$ cat src/rtl/reg_write_arbiter.sv
// rtl/reg_write_arbiter.sv - round-robin write arbiter for a shared enable-gated 8-bit register
module reg_write_arbiter #(
  parameter int NUM_REQ = 4,
  parameter int DATA_W  = 8
) (
  input  logic                      clk,
  input  logic                      reset,
  input  logic [NUM_REQ-1:0]        req,
  input  logic [NUM_REQ*DATA_W-1:0] wdata,
  output logic [NUM_REQ-1:0]        gnt,
  output logic [NUM_REQ-1:0]        ack,
  output logic                      reg_en,
  output logic [DATA_W-1:0]         reg_d,
  output logic                      busy,
  output logic [1:0]                last_id,
  output logic [7:0]                wr_count
);

  localparam int ID_W = 2;

  typedef enum logic [1:0] {IDLE, GRANT, WRITE} state_t;

  state_t            state;
  logic [ID_W-1:0]   ptr;
  logic [ID_W-1:0]   win;
  logic [DATA_W-1:0] hold;

  logic [NUM_REQ-1:0] cand;
  logic [DATA_W-1:0]  wd [NUM_REQ];
  logic               pick_vld;
  logic [ID_W-1:0]    pick_id;
  logic [ID_W-1:0]    idx;

  always_comb begin
    for (int i = 0; i < NUM_REQ; i++) begin
      wd[i] = wdata[i*DATA_W +: DATA_W];
    end
  end

  // During WRITE the pointer already sits at win+1, so the current winner is simply masked out.
  always_comb begin
    cand = req;
    if (state == WRITE) begin
      cand[win] = 1'b0;
    end
  end

  // Scan from the farthest offset down so the lowest offset from ptr wins.
  always_comb begin
    pick_vld = 1'b0;
    pick_id  = ptr;
    idx      = ptr;
    for (int k = NUM_REQ - 1; k >= 0; k--) begin
      idx = ptr + ID_W'(k);
      if (cand[idx]) begin
        pick_vld = 1'b1;
        pick_id  = idx;
      end
    end
  end

  always_ff @(posedge clk) begin
    if (!reset) begin
      state    <= IDLE;
      gnt      <= '0;
      ack      <= '0;
      reg_en   <= 1'b0;
      reg_d    <= '0;
      busy     <= 1'b0;
      last_id  <= '0;
      wr_count <= '0;
      ptr      <= '0;
      win      <= '0;
      hold     <= '0;
    end else begin
      ack    <= '0;
      reg_en <= 1'b0;
      case (state)
        IDLE: begin
          if (pick_vld) begin
            state <= GRANT;
            win   <= pick_id;
            gnt   <= NUM_REQ'(1) << pick_id;
            hold  <= wd[pick_id];
            busy  <= 1'b1;
          end
        end
        GRANT: begin
          if (req[win]) begin
            state    <= WRITE;
            reg_en   <= 1'b1;
            reg_d    <= hold;
            ack      <= gnt;
            last_id  <= win;
            wr_count <= wr_count + 8'd1;
            ptr      <= win + ID_W'(1);
          end else begin
            state <= IDLE;
            gnt   <= '0;
            busy  <= 1'b0;
          end
        end
        WRITE: begin
          if (pick_vld) begin
            state <= GRANT;
            win   <= pick_id;
            gnt   <= NUM_REQ'(1) << pick_id;
            hold  <= wd[pick_id];
          end else begin
            state <= IDLE;
            gnt   <= '0;
            busy  <= 1'b0;
          end
        end
        default: begin
          state <= IDLE;
          gnt   <= '0;
          busy  <= 1'b0;
        end
      endcase
    end
  end

endmodule

$ cat config.mk
export PLATFORM = sky130hd
export DESIGN_NAME = reg_write_arbiter
export DESIGN_NICKNAME = d
export VERILOG_FILES = /design/src/rtl/reg_write_arbiter.sv
export SDC_FILE = /design/constraint.sdc
export NUM_CORES = 1
export LEC_CHECK = 0
export BUFFER_PORTS_ARGS = -buffer_cell sky130_fd_sc_hd__buf_2
export CAP_MARGIN = 20
export CORE_MARGIN = 4
export CORE_UTILIZATION = 40
export CTS_CLUSTER_SIZE = 40
export DETAILED_ROUTE_END_ITERATION = 8
export MAX_ROUTING_LAYER = met4
export PLACE_DENSITY_LB_ADDON = 0.12
export SYNTH_ARGS = -nofsm -noshare
export SYNTH_HDL_FRONTEND = slang
export SYNTH_SLANG_ARGS = --single-unit
$ cat constraint.sdc
create_clock -name clk -period 1.9 [get_ports clk]
set_input_delay 0.19 -clock clk [delete_from_list [all_inputs] [get_ports clk]]
set_output_delay 0.19 -clock clk [all_outputs]
set_load 0.005 [all_outputs]
==> run_summary.xml <==
<?xml version="1.0" encoding="UTF-8"?>
<metrics>
  <group name="outcome">
    <metric name="run_status" unit="">complete, but fails checks</metric>
    <metric name="failing_checks" unit="">setup timing</metric>
  </group>
  <group name="setup_path">
    <metric name="arrival" unit="ns">2.12</metric>
    <metric name="worst_path_largest_cell_delay" unit="ns">0.39</metric>
    <metric name="critical-path-slowest-cell" unit="">sky130_fd_sc_hd__dfxtp_4</metric>
    <metric name="critical_path_required" unit="ns">2.08</metric>
    <metric name="timing.critical_path.max_delay_family" unit="">compound AO/OA/AOI/OAI gates</metric>
    <metric name="cells_along_the_critical_path" unit="">ha_1 -&gt; nand3b_1 -&gt; and3_1 -&gt; a311oi_2 -&gt; nand4_2 -&gt; buf_12 -&gt; o221ai_1 -&gt; a21oi_1</metric>
    <metric name="crit_path_capture_type" unit="">register</metric>
    <metric name="critical_path_maximum_fanout" unit="">17</metric>
    <metric name="timing.setup.critical_path_class" unit="">reg2reg</metric>
    <metric name="worst_setup_path_start_kind" unit="">register</metric>
    <metric name="crit_buf_inv" unit="">1</metric>
  </group>
  <group name="finish">
    <metric name="flow.area_growth_from_synthesis" unit="%">40.0</metric>
    <metric name="share_of_post_route_cells_with_drive_strength_above_1" unit="%">41.4</metric>
    <metric name="num-fill-cells" unit="">484</metric>
    <metric name="antenna_cells_inserted" unit="">0</metric>
    <metric name="finish.net_count" unit="">362</metric>
  </group>
  <group name="die">
    <metric name="initial_utilization" unit="%">41.2</metric>
    <metric name="row_count" unit="">26</metric>
    <metric name="die-width" unit="um">80.3</metric>
    <metric name="top_level_ports" unit="">66</metric>
    <metric name="core-area" unit="sq um">5070</metric>
    <metric name="die-area" unit="sq um">6450</metric>
    <metric name="fp.dieH" unit="um">80.3</metric>
  </group>
  <group name="route">
    <metric name="drtPass1Iterations" unit="">4</metric>
    <metric name="vias" unit="">2003</metric>
    <metric name="via_per_inst" unit="">5.15</metric>
    <metric name="postRouteAntennaNets" unit="">0</metric>
    <metric name="drt_wl_cell" unit="um">14.8</metric>
    <metric name="route.final.wire_length" unit="mm">5.74</metric>
    <metric name="drt-initial-drc-count" unit="">108</metric>
    <metric name="route.detailed.drc" unit="">0</metric>
  </group>
  <group name="clock_tree">
    <metric name="tritoncts_clock_tree" unit="">yes</metric>
    <metric name="cts-htree-levels" unit="">2</metric>
    <metric name="clock_sink_count" unit="">42</metric>
    <metric name="cts_root_buffer" unit="">sky130_fd_sc_hd__clkbuf_8</metric>
    <metric name="worst_setup_hold_path_clk_slew" unit="ns">0.08</metric>
    <metric name="ctsHoldBuffers" unit="">0</metric>
    <metric name="clock_path_buffers" unit="">2</metric>
    <metric name="tritoncts.num_buffers" unit="">5</metric>
    <metric name="insertion_delay" unit="ns">0.29</metric>
  </group>
  <group name="min_path">
    <metric name="min-delay-path-class" unit="">in2reg</metric>
  </group>
  <group name="logic_synthesis">
    <metric name="synth_enable_flop_cells" unit="">0</metric>
    <metric name="postSynthAreaPerCell" unit="sq um">8.91</metric>
    <metric name="ys_async_sr_fraction" unit="%">0</metric>
    <metric name="seq_area_frac_synth" unit="%">40.2</metric>
    <metric name="synth.net_count" unit="">278</metric>
    <metric name="postSynth.topFlopCell" unit="">sky130_fd_sc_hd__dfxtp_1</metric>
    <metric name="synth.cell_area" unit="sq um">2090</metric>
    <metric name="synth-seq-cells" unit="">42</metric>
    <metric name="yosysUniqueCellTypes" unit="">49</metric>
    <metric name="synth_cells" unit="">235</metric>
    <metric name="yosys_warnings" unit="">0</metric>
  </group>
  <group name="grt">
    <metric name="grt_overall_usage" unit="%">18.1</metric>
    <metric name="first_global_vias" unit="">1932</metric>
    <metric name="first_pass_grt_wire_length" unit="mm">8.89</metric>
    <metric name="grt_overflow_total" unit="">0</metric>
    <metric name="grt_antenna_before_repair" unit="">0</metric>
    <metric name="grt_max_degree" unit="">30</metric>
  </group>
  <group name="sta">
    <metric name="achievable-frequency" unit="MHz">515</metric>
    <metric name="setup_violations_final" unit="">6</metric>
    <metric name="tightest_slew" unit="ns">0.450</metric>
    <metric name="timing_hold_violations_final" unit="">0</metric>
    <metric name="finalHoldWorstSlack" unit="ns">0.207</metric>
    <metric name="final_min_period_over_clock_period" unit="%">102</metric>
    <metric name="final.setup.worst_slack" unit="ns">-0.0413</metric>
    <metric name="slew_viol_final" unit="">0</metric>
    <metric name="unrepaired_setup_endpoints_after_global_routing" unit="">yes</metric>
    <metric name="clock_skew" unit="ns">0.00284</metric>
    <metric name="max_slew_margin" unit="%">70.0</metric>
    <metric name="period_minus_slack" unit="ns">1.94</metric>
  </group>
  <group name="power">
    <metric name="power.switching" unit="uW">620</metric>
    <metric name="power_density" unit="nW/um^2">707</metric>
    <metric name="p_leak" unit="uW">0.00127</metric>
    <metric name="power.total" unit="uW">2070</metric>
    <metric name="vdd_ir_drop_max" unit="uV">499</metric>
    <metric name="power.share.switching" unit="%">29.9</metric>
    <metric name="power.clock.fraction" unit="%">26.4</metric>
    <metric name="internal_power" unit="uW">1450</metric>
    <metric name="p_comb_share" unit="%">25.8</metric>
    <metric name="sequential_share_of_power" unit="%">47.8</metric>
  </group>
  <group name="placement">
    <metric name="routabilityCongestion" unit="">0.856</metric>
    <metric name="place.detailed.hpwl" unit="mm">3.82</metric>
    <metric name="io_buffers" unit="">65</metric>
  </group>
  <group name="job">
    <metric name="max_cap_viol_count" unit="">0</metric>
  </group>
</metrics>
-- power groups by stage --
stage                     logic [uW]  registers (uW)  clock network (uW)
after CTS                        459             987                 563
after detailed placement         426            1010                   0
after global placement           428            1010                   0
after global routing             591             995                 604
final                            535             990                 547
after floorplan                  258             991                   0
-- Yosys cell counts, drive strengths merged (3+ instances only) --
library cell  number  area (sq um)
buf                5          33.8
and3               5          31.3
a211oi             4          30.0
clkbuf             8          30.0
dfxtp             42           841
o21ai             14          70.1
and2              18           113
inv                8          30.0
nand2b             4          25.0
a21o               4          37.5
nand2             30           113
o221ai            14           123
nor2               5          18.8
nand3              3          20.0
o2bb2ai            4          35.0
a21oi             11          62.6
a21boi            12          90.1
nand4              3          25.0
xnor2              6          52.6
ha                 5          62.6
nand3b             4          30.0
mux2i              3          30.0
-- registers in the layout, summed over array words and instances, names as in the netlist --
register	cells
gnt	4
ack	4
last_id	2
win	2
busy	1
state	2
wr_count	8
reg_en	1
hold	8
reg_d	8
ptr	2
-- metal layers --
layer / share of wire (%) / up-vias / GRT usage (%)
met2: 48 / 57 / 28.2
li1: - / 1023 / -
met4: 2.4 / 0 / 5.74
met3: 5.1 / 12 / 5.16
met1: 44 / 911 / 22.8
met5: 0 / - / -
-- repair_timing --
action	CTS	global route
setup endpoints to repair	13	22
cloned	1	3
resized for setup	11	23
setup buffers	2	3
pin swaps	9	8
-- cell families after synthesis --
kind of cell             synth area share (%)
AND/OR/NAND/NOR                          20.5
AO/OA/AOI/OAI                            26.8
flip-flops                               40.2
buffers and inverters                    4.66
XOR/XNOR                                 2.93
adder cells (fa/ha/maj)                  3.47
multiplexers                             1.43
-- stage by stage --
stage	area (sq um)	util [%]	setup TNS (ns)	setup slack, ns	cells
finish	2930	57.8	-0.0872	-0.0413	389
global route	2930	57.8	-1.56	-0.149	389
global placement	2600	51.2	-0.698	-0.0759	374
CTS	2750	54.1	-0.0348	-0.0198	384
detailed placement	2600	51.2	-0.948	-0.126	374
floorplan	2100	-	0	0.00954	235
-- layout by cell type, fill, tap and decap left out, types with 3 or more instances in the layout --
master / instances
sky130_fd_sc_hd__buf_2: 65
sky130_fd_sc_hd__dfxtp_1: 40
sky130_fd_sc_hd__nand2_1: 28
sky130_fd_sc_hd__and2_1: 18
sky130_fd_sc_hd__buf_4: 18
sky130_fd_sc_hd__o21ai_0: 10
sky130_fd_sc_hd__a21oi_1: 9
sky130_fd_sc_hd__o221ai_1: 8
sky130_fd_sc_hd__a21boi_0: 7
sky130_fd_sc_hd__inv_1: 6
sky130_fd_sc_hd__xnor2_1: 6
sky130_fd_sc_hd__o221ai_2: 6
sky130_fd_sc_hd__and3_1: 5
sky130_fd_sc_hd__clkbuf_8: 5
sky130_fd_sc_hd__nor2_1: 4
sky130_fd_sc_hd__nand2b_1: 4
sky130_fd_sc_hd__nand3b_1: 4
sky130_fd_sc_hd__a21boi_1: 4
sky130_fd_sc_hd__mux2i_1: 3
sky130_fd_sc_hd__a21o_1: 3
sky130_fd_sc_hd__a21oi_4: 3
sky130_fd_sc_hd__ha_1: 3
-- final cells by class --
| cell class | instances | area [sq um] | area share (%) |
|---|---|---|---|
| Clock buffer | 5 | 68.8 | 2.35 |
| Clock inverter | 2 | 10.0 | 0.341 |
| Inverter | 9 | 36.3 | 1.24 |
| Multi-Input combinational cell | 173 | 1320 | 45.1 |
| Sequential cell | 42 | 846 | 28.9 |
| Tap cell | 70 | 87.6 | 2.99 |
| Timing Repair Buffer | 88 | 562 | 19.2 |
-- worst paths after layout --
path	startpoint	end	slack, ns	depth (start not counted)
worst max-delay path	win[0]$_SDFFE_PN0P_	hold[6]$_SDFFE_PN0P_	-0.04	8
worst min-delay path	wdata[13]	hold[5]$_SDFFE_PN0P_	0.21	3
worst max register to register	win[0]$_SDFFE_PN0P_	hold[6]$_SDFFE_PN0P_	-0.04	8
worst min register to register	last_id[0]$_SDFFE_PN0P_	last_id[0]$_SDFFE_PN0P_	0.46	2
-- worst register-to-register path, cell delays in order, from the launching register on --
cell and delay, ns:
sky130_fd_sc_hd__dfxtp_4 0.39, sky130_fd_sc_hd__ha_1 0.19, sky130_fd_sc_hd__nand3b_1 0.11, sky130_fd_sc_hd__and3_1 0.24
sky130_fd_sc_hd__a311oi_2 0.26, sky130_fd_sc_hd__nand4_2 0.16, sky130_fd_sc_hd__buf_12 0.19, sky130_fd_sc_hd__o221ai_1 0.20
sky130_fd_sc_hd__a21oi_1 0.10
(Power assumes the default switching activity.)
